==> config.mk <==
export PLATFORM = sky130hd
export DESIGN_NAME = axis_m_pkt
export DESIGN_NICKNAME = d
export VERILOG_FILES = /design/src/rtl/axis_m_pkt.sv
export SDC_FILE = /design/constraint.sdc
export NUM_CORES = 1
export LEC_CHECK = 0
export CAP_MARGIN = 5
export CORE_ASPECT_RATIO = 1.5
export CORE_MARGIN = 2
export CORE_UTILIZATION = 60
export CTS_CLUSTER_SIZE = 20
export DETAILED_ROUTE_END_ITERATION = 6
export GPL_ROUTABILITY_DRIVEN = 1
export PLACE_DENSITY = 0.79
export SETUP_SLACK_MARGIN = 0.5
export SYNTH_ARGS = -nofsm -noshare
export SYNTH_HDL_FRONTEND = slang
export SYNTH_SLANG_ARGS = --single-unit
export TNS_END_PERCENT = 10
==> constraint.sdc <==
create_clock -name aclk -period 5 [get_ports aclk]
set_clock_uncertainty 0.15 [all_clocks]
set_input_delay 0.5 -clock aclk [delete_from_list [all_inputs] [get_ports aclk]]
set_output_delay 0.5 -clock aclk [all_outputs]
set_load 0.05 [all_outputs]
==> src/rtl/axis_m_pkt.sv <==
// axis_m_pkt -- AXI-Stream packet master with a first-word-fall-through FIFO.
//
// Words written on the simple write port are buffered in the FIFO. A rising
// edge on send, while idle and with a non-zero pkt_len, starts a packet of
// pkt_len beats drawn from the FIFO head. tlast marks the final beat, and
// finish pulses for one cycle once the packet has completed.
//
// Ports
//   aclk, areset           clock, asynchronous active-high reset
//   wr_en, wr_data         FIFO write port
//   fifo_full, fifo_count  FIFO status
//   overflow               write dropped because the FIFO was full (same cycle)
//   send, pkt_len          packet request (rising edge), length in beats
//   busy, finish           packet in progress / one-cycle completion pulse
//   tvalid, tready, tdata, tlast   AXI-Stream master
module axis_m_pkt #(
    parameter int DATA_WIDTH = 32,
    parameter int FIFO_DEPTH = 16,
    parameter int LEN_WIDTH  = 8
) (
    input  logic                          aclk,
    input  logic                          areset,
    input  logic                          wr_en,
    input  logic [DATA_WIDTH-1:0]         wr_data,
    output logic                          fifo_full,
    output logic [$clog2(FIFO_DEPTH):0]   fifo_count,
    output logic                          overflow,
    input  logic                          send,
    input  logic [LEN_WIDTH-1:0]          pkt_len,
    output logic                          busy,
    input  logic                          tready,
    output logic                          tvalid,
    output logic [DATA_WIDTH-1:0]         tdata,
    output logic                          tlast,
    output logic                          finish
);
    localparam int AW = $clog2(FIFO_DEPTH);
    localparam int CW = AW + 1;

    typedef enum logic [1:0] {IDLE, SEND, DONE} state_t;

    logic [FIFO_DEPTH-1:0][DATA_WIDTH-1:0] mem;
    logic [AW-1:0]        wr_ptr, rd_ptr;
    logic [CW-1:0]        count;
    logic                 wr_acc, hs, empty;
    logic                 send_d, send_edge;
    state_t               state_q, state_d;
    logic [LEN_WIDTH-1:0] rem_q, rem_d;

    // ---------------- FIFO ----------------
    assign empty      = (count == '0);
    assign fifo_full  = (count == CW'(FIFO_DEPTH));
    assign fifo_count = count;
    assign wr_acc     = wr_en & ~fifo_full;
    // Drop decision uses the start-of-cycle count, so a same-cycle pop
    // does not rescue a write into a full FIFO.
    assign overflow   = wr_en & fifo_full;

    always_ff @(posedge aclk) begin
        if (wr_acc)
            mem[wr_ptr] <= wr_data;
    end

    always_ff @(posedge aclk or posedge areset) begin
        if (areset) begin
            wr_ptr <= '0;
            rd_ptr <= '0;
            count  <= '0;
        end else begin
            if (wr_acc) wr_ptr <= wr_ptr + AW'(1);
            if (hs)     rd_ptr <= rd_ptr + AW'(1);
            count <= count + CW'(wr_acc) - CW'(hs);
        end
    end

    // ---------------- send edge detect ----------------
    always_ff @(posedge aclk or posedge areset) begin
        if (areset) send_d <= 1'b0;
        else        send_d <= send;
    end
    assign send_edge = send & ~send_d;

    // ---------------- packet FSM ----------------
    always_ff @(posedge aclk or posedge areset) begin
        if (areset) begin
            state_q <= IDLE;
            rem_q   <= '0;
        end else begin
            state_q <= state_d;
            rem_q   <= rem_d;
        end
    end

    always_comb begin
        state_d = state_q;
        rem_d   = rem_q;
        case (state_q)
            IDLE: if (send_edge && pkt_len != '0) begin
                state_d = SEND;
                rem_d   = pkt_len;
            end
            SEND: if (hs) begin
                rem_d = rem_q - LEN_WIDTH'(1);
                if (rem_q == LEN_WIDTH'(1)) state_d = DONE;
            end
            DONE:    state_d = IDLE;
            default: state_d = IDLE;
        endcase
    end

    // tvalid comes from registers only; an empty FIFO mid-packet just
    // stalls, which is legal because tvalid only drops right after a pop.
    assign tvalid = (state_q == SEND) & ~empty;
    assign hs     = tvalid & tready;
    assign tlast  = tvalid & (rem_q == LEN_WIDTH'(1));
    // Head word is gated to zero when empty so outputs are clean after reset.
    assign tdata  = empty ? '0 : mem[rd_ptr];
    assign busy   = (state_q == SEND);
    assign finish = (state_q == DONE);

endmodule

# ---- Yosys cells after proc, flatten, opt, wreduce, memory -nomap -nowiden
# Index checks and enable logic that the tools add are counted.
dict set report totals {
  wordCells 67
  register_bits 536
  input_bits 45
  romBits 0
  n_memories 0
  out_inout_bits 43
  latch_bits 0
  ramBits 0
}
dict set report classes {
  order_cmp 3
  n_reduce_logical 8
  bitwise_logic 9
  mul 0
  n_div 0
  shift 0
  muxes 13
  n_eq_ne 7
  n_addsub 5
}
# cell n
set ops {}
lappend ops {{512-bit bitwise mux} 1}
lappend ops {{32-bit binary-select mux with 4-bit select} 1}
lappend ops {{32-bit demux with 4-bit select} 1}
lappend ops {{32-bit two-way mux} 3}
lappend ops {{8-bit two-way mux} 2}
lappend ops {{8-bit case mux with 2 select lines} 1}
lappend ops {{4-bit by 5-bit < comparator with 1-bit output, second input constant} 2}
lappend ops {{4-bit by 1-bit adder with 4-bit output, second input constant} 2}
lappend ops {{8-bit by 1-bit == test with 1-bit output, second input constant} 1}
lappend ops {{8-bit nonzero test} 1}
lappend ops {{8-bit by 1-bit subtractor with 8-bit output, second input constant} 1}
lappend ops {{1-bit AND} 6}
lappend ops {{2-bit two-way mux} 3}
lappend ops {{3-bit AND reduction} 2}
lappend ops {{5-bit by 1-bit adder with 5-bit output} 1}
lappend ops {{5-bit == test, second input constant} 1}
lappend ops {{5-bit zero test} 1}
lappend ops {{5-bit by 1-bit subtractor with 5-bit output} 1}
lappend ops {{4-bit by 1-bit greater-or-equal comparator with 1-bit output, second input constant} 1}
lappend ops {{2-bit by 1-bit inequality test with 1-bit output, second input constant} 2}
lappend ops {{2-bit case mux with 2 select lines} 1}
lappend ops {{1-bit inverter} 3}
lappend ops {{2-bit by 1-bit == test with 1-bit output, second input constant} 1}
lappend ops {{2-bit == test, second input constant} 1}
lappend ops {{other kinds (4)} 5}

# ---- Longest topological paths before layout
dict set report depth {
  word_depth 6
  depth_mapped 14
  mapped_depth_nobuf 13
}

# ---- Worst setup path before layout
# No wires, ideal clock.
dict set report synth_path {
  path_type {reg2reg}
  start {reg count[2] (netlist: fifo_count[2])}
  end {reg mem[100] in the netlist's numbering (enable)}
  slack_ns 0.262
  path_buffers 1
  t_required_ns 4.389
  setup_time_ns 0.461
  arrival_time_ns 4.127
  path_stages_with_launch 8
  synth_period_minus_slack_ns 4.738
  cell_sequence {dfrtp_1 -> inv_1 -> ha_1 -> nor4bb_1 -> nor2b_1 -> clkbuf_1 -> nand2_1 -> nor3_1}
}
dict set report synth_via {
  elab_chain_len 3
}
# item line
set synth_lines {}
lappend synth_lines {{start, declared} 44} ;# logic [CW-1:0] count;
lappend synth_lines {{start signal, assigned} 72} ;# count <= count + CW'(wr_acc) - CW'(hs);
lappend synth_lines {{5-bit == test} 52} ;# assign fifo_full = (count == CW'(FIFO_DEPTH));
lappend synth_lines {{net fifo_full} 25} ;# output logic fifo_full,
lappend synth_lines {{1-bit inverter} 54} ;# assign wr_acc = wr_en & ~fifo_full;
lappend synth_lines {{1-bit AND} 54}
lappend synth_lines {{end signal, assigned by index} 61} ;# mem[wr_ptr] <= wr_data;
lappend synth_lines {{end, declared} 42} ;# logic [FIFO_DEPTH-1:0][DATA_WIDTH-1:0] mem;
# The timed path passes the listed nets, and every way through them passes these cells.
# A chain may end at the register's enable or synchronous reset.

# ---- Worst setup path in the final report
dict set report layout_path {
  start {reg count[3] (netlist: fifo_count[3])}
  end {out tdata[7]}
}
dict set report layout_via {
  elab_chain_len 2
}
# item line
set layout_lines {}
lappend layout_lines {{5-bit zero test} 51} ;# assign empty = (count == '0);
lappend layout_lines {{32-bit two-way mux} 117} ;# assign tdata = empty ? '0 : mem[rd_ptr];
lappend layout_lines {{end, declared} 33} ;# output logic [DATA_WIDTH-1:0] tdata,
# No other way between the ends.

==> results.md <==
Run status:
- The run finished with clean final reports.

Routing:
- In this run the remaining antenna-violating nets after routing total 0.
- The first-pass iteration count of the detailed router is 5.
- For this block, the via count after detailed routing is 10180.
- Using the TritonRoute via totals, the vias-per-cell ratio works out to 6.64.
- The total length of routed wires is around 46 mm.
- In this run, the number of DRC markers left after iteration 0 of detailed routing was approximately 1000.
- After detailed routing, the number of remaining DRC violations is 0.
- The wire length per cell after detailed routing is slightly below 30 um.

Placed design:
- The quantity of I/O buffers inserted on ports is 87.
- Once placement completed, the tool counted placed cells totaling between 1000 and 1500.
- The placed wire-length estimate after detailed placement is 24.9 mm.
- The placed instances occupy a cell area of roughly 22000 um2.
- The setup slack after placement is 1.31 ns.
- The global placer's final weighted congestion is just under 0.8.

Clocking:
- The total of cells resized after clock tree synthesis is 0.
- Clock-pin slew was measured on the worst setup and hold paths at 0.06 ns.
- TritonCTS created 46 clock buffers.
- The post-CTS repair timing setup buffer count is 0.
- The H-tree was split into 2 levels.
- The worst-skew pair later-pin latency is around 0.55 ns.
- The tree is rooted in a sky130_fd_sc_hd__clkbuf_16.
- Counting along the longest clock path gives a buffer depth of 3.
- The number of hold buffers added after CTS was 0.
- TritonCTS built the clock tree.
- The number of clock sinks is between 500 and 600.

Finish:
- The layout filler cell count is just under 2000.
- The share of final-layout standard cells stronger than drive strength 1 is 0.256.
- The final layout contains 1131 nets.
- The final design area excluding fillers is between 20000 and 25000 um2.
- The finished layout holds 1533 standard cells, fillers aside.
- Compared with the post-synthesis result, the final layout area differs by 15.0%.

Timing:
- The final max-slew violation count is 0.
- The worst pin sits at a relative slew slack of 0.352.
- The slew of the pin with the lowest slew margin is 0.971 ns.
- For the final routed database, the setup TNS stands at 0 ns.
- The ratio of final minimum period to clock period is 0.861.
- Derived from the worst setup path, the maximum achievable clock frequency is around 0.23 GHz.
- The setup violation total in the final timing report is 0.
- The number of endpoints with negative hold slack in the final report is 0.
- Setup repair after global routing left no endpoint under its margin.
- The final critical-path setup slack is around 0.7 ns.
- The post-layout minimum cycle time is roughly 4.3 ns.

Floorplan:
- The die is 232 um tall.
- After floorplanning, the core was sized to cover approximately 34000 um2.
- The number of top-level pins is between 80 and 90.
- The row count is 83.
- The die footprint is ~36000 um2.
- The starting utilization of the core area is 0.607.
- The die is ~160 um wide.

Worst hold path:
- The path class of the lowest-slack min-delay path is input pin to flip-flop.

GRT:
- The global route total overflow is 0.
- The number of antenna violations at the first check in global routing was 1.
- The maximum number of pins on one net before global-route repair is 45.
- The total routing resource utilization after global routing is 0.262.
- The via count of the first global-routing pass was approximately 11000.
- The wire length of the first global-routing pass is around 70 mm.

Synthesis:
- The mean cell area of the mapped netlist is between 20 and 25 um2.
- The mapped netlist covers around 21000 um2.
- The share of flip-flops with an asynchronous set or reset is 0.0448.
- Synthesis produced a netlist with a net count of 1008.
- The share of Yosys cell area claimed by the top area cell type is 0.742.
- The most instantiated flip-flop cell in the synthesis netlist is sky130_fd_sc_hd__edfxtp_1.
- The proportion of synthesized chip area in sequential cells is 0.771.
- The Yosys step of the flow raised 0 warnings.
- The number of instances in the synthesized netlist is 949.
- The synthesized design contains between 500 and 600 enable-type register cells.
- The netlist uses 46 different library cells.
- Summed over all instances, the cell type with the most area after synthesis is sky130_fd_sc_hd__edfxtp_1.
- The post-synthesis sequential element count is about 540.
- Sorting the synthesized cells by area gives the leading types as sky130_fd_sc_hd__edfxtp_1 74%, sky130_fd_sc_hd__mux4_2 14%, sky130_fd_sc_hd__dfrtp_1 2.9%, sky130_fd_sc_hd__a22oi_1 1.8%, sky130_fd_sc_hd__a22oi_2 1.1%.

Power:
- The power density over the cells is ~610 nW/um2.
- For this design the static power due to leakage is between 7 and 8 nW.
- The worst-case IR drop observed on VDD is a little under 0.0005 V.
- The overall power consumption is between 10 and 15 mW.

Setup path:
- The critical path arrival is about 3.7 ns.
- The top fanout value on the critical path is 18.
- In this design, the stage delay of the slowest critical-path cell is ~0.73 ns.
- The critical path's slowest cell is sky130_fd_sc_hd__clkdlybuf4s50_1.
- Data on the critical path is required at its endpoint by between 4 and 5 ns.
- The class of the most critical setup path is flip-flop to primary output.
- The critical path goes through inv_1 > ha_1 > or4b_1 > and3_2 > buf_4 > a22oi_1 > nand2_1 > clkdlybuf4s50_1.
- The kind of start point of the critical path is a flip-flop.
- STA classifies the critical path endpoint as a primary output.
- The number of buffers and inverters on the critical path is 3.
- The family of cells with the greatest summed delay on the critical path is buffers and inverters.

Run:
- The max-capacitance violation count is 0.
## layout by cell type, fill, tap and decap left out, types with 6 or more instances in the layout
cell,instances
sky130_fd_sc_hd__clkinv_1,7
sky130_fd_sc_hd__xnor2_1,8
sky130_fd_sc_hd__clkinv_2,7
sky130_fd_sc_hd__a22oi_1,49
sky130_fd_sc_hd__clkinvlp_4,6
sky130_fd_sc_hd__nand2_1,49
sky130_fd_sc_hd__dfrtp_1,21
sky130_fd_sc_hd__inv_1,14
sky130_fd_sc_hd__clkdlybuf4s50_1,87
sky130_fd_sc_hd__clkbuf_1,7
sky130_fd_sc_hd__edfxtp_1,512
sky130_fd_sc_hd__mux4_2,128
sky130_fd_sc_hd__nor2_1,9
sky130_fd_sc_hd__clkbuf_16,47
sky130_fd_sc_hd__nor2_4,13
sky130_fd_sc_hd__buf_4,34
sky130_fd_sc_hd__a22oi_2,19
sky130_fd_sc_hd__ha_1,13
## synthesized netlist by cell type, types with 2 or more instances
cell	number
sky130_fd_sc_hd__a21oi_1	5
sky130_fd_sc_hd__a22oi_1	49
sky130_fd_sc_hd__a22oi_2	19
sky130_fd_sc_hd__buf_1	2
sky130_fd_sc_hd__buf_2	20
sky130_fd_sc_hd__buf_4	3
sky130_fd_sc_hd__buf_6	4
sky130_fd_sc_hd__clkbuf_1	19
sky130_fd_sc_hd__dfrtp_1	24
sky130_fd_sc_hd__edfxtp_1	512
sky130_fd_sc_hd__ha_1	13
sky130_fd_sc_hd__inv_1	14
sky130_fd_sc_hd__mux4_2	128
sky130_fd_sc_hd__nand2_1	49
sky130_fd_sc_hd__nand2b_1	4
sky130_fd_sc_hd__nand3_1	2
sky130_fd_sc_hd__nand4_1	2
sky130_fd_sc_hd__nor2_1	21
sky130_fd_sc_hd__nor2b_1	2
sky130_fd_sc_hd__nor3_1	8
sky130_fd_sc_hd__nor3b_1	2
sky130_fd_sc_hd__nor4_1	4
sky130_fd_sc_hd__o21ai_0	5
sky130_fd_sc_hd__o221ai_1	4
sky130_fd_sc_hd__o22ai_1	3
sky130_fd_sc_hd__o2bb2ai_1	2
sky130_fd_sc_hd__or4_1	2
sky130_fd_sc_hd__xnor2_1	8
sky130_fd_sc_hd__xor2_1	2
## routing by layer
layer  GRT usage  vias to the layer above  part of all wire
met1       0.328                     5329              0.36
met5           0                        -                 0
li1            -                     4221                 -
met3      0.0456                      112             0.072
met2       0.460                      518              0.54
met4       0.104                        0             0.036
## final cells by class
cell class | instances | area, um2 | area share
Multi-Input combinational cell | 349 | 4570 | 0.192
Clock inverter | 27 | 274 | 0.0115
Antenna cell | 1 | 2.50 | 0.000105
Timing Repair Buffer | 124 | 1190 | 0.0498
Clock buffer | 56 | 1230 | 0.0516
Tap cell | 425 | 532 | 0.0223
Inverter | 15 | 56.3 | 0.00236
Sequential cell | 536 | 16000 | 0.670
## cell families after synthesis
kind of cell,after synthesis,share of synthesized area
buffers and inverters,64,0.0149
AND/OR/NAND/NOR,105,0.0242
AO/OA/AOI/OAI,92,0.0380
multiplexers,128,0.139
flip-flops,536,0.771
XOR/XNOR,10,0.00423
adder cells (fa/ha/maj),14,0.00881
## path summary, 6_finish.rpt
path                          startpoint    endpoint  slack (ns)  cells past startpoint
setup reg to reg           fifo_count[3]    mem[365]        1.46                      7
min in group asynchronous         areset  state_q[1]        0.32                      2
hold reg to reg               state_q[1]  state_q[0]        0.39                      1
setup / recovery           fifo_count[3]    tdata[7]        0.70                      8
hold / removal                      send      send_d        0.26                      1
max in group asynchronous         areset   rd_ptr[1]        3.67                      2
## registers in the layout (all words and copies together), names as in the netlist
signal / flops
mem: 512
rem_q: 8
fifo_count: 5
rd_ptr: 4
wr_ptr: 4
state_q: 2
send_d: 1
## metrics by stage
| step | hold slack (ns) | utilization |
|---|---|---|
| final | 0.265 | 0.698 |
| after global routing | 0.282 | 0.698 |
| after CTS | 0.247 | 0.698 |
| after detailed placement | 0.377 | 0.654 |
| after global placement | 0.363 | 0.654 |
| after floorplan | 0.342 | - |
## power breakdown
group	leakage, nW	total (mW)	internal, mW	switching [mW]
combinational	2.01	5.08	2.02	3.06
clock	0.721	3.56	2.02	1.55
sequential	4.90	5.83	5.43	0.394
Note: power is estimated with default switching activity, not from simulation.
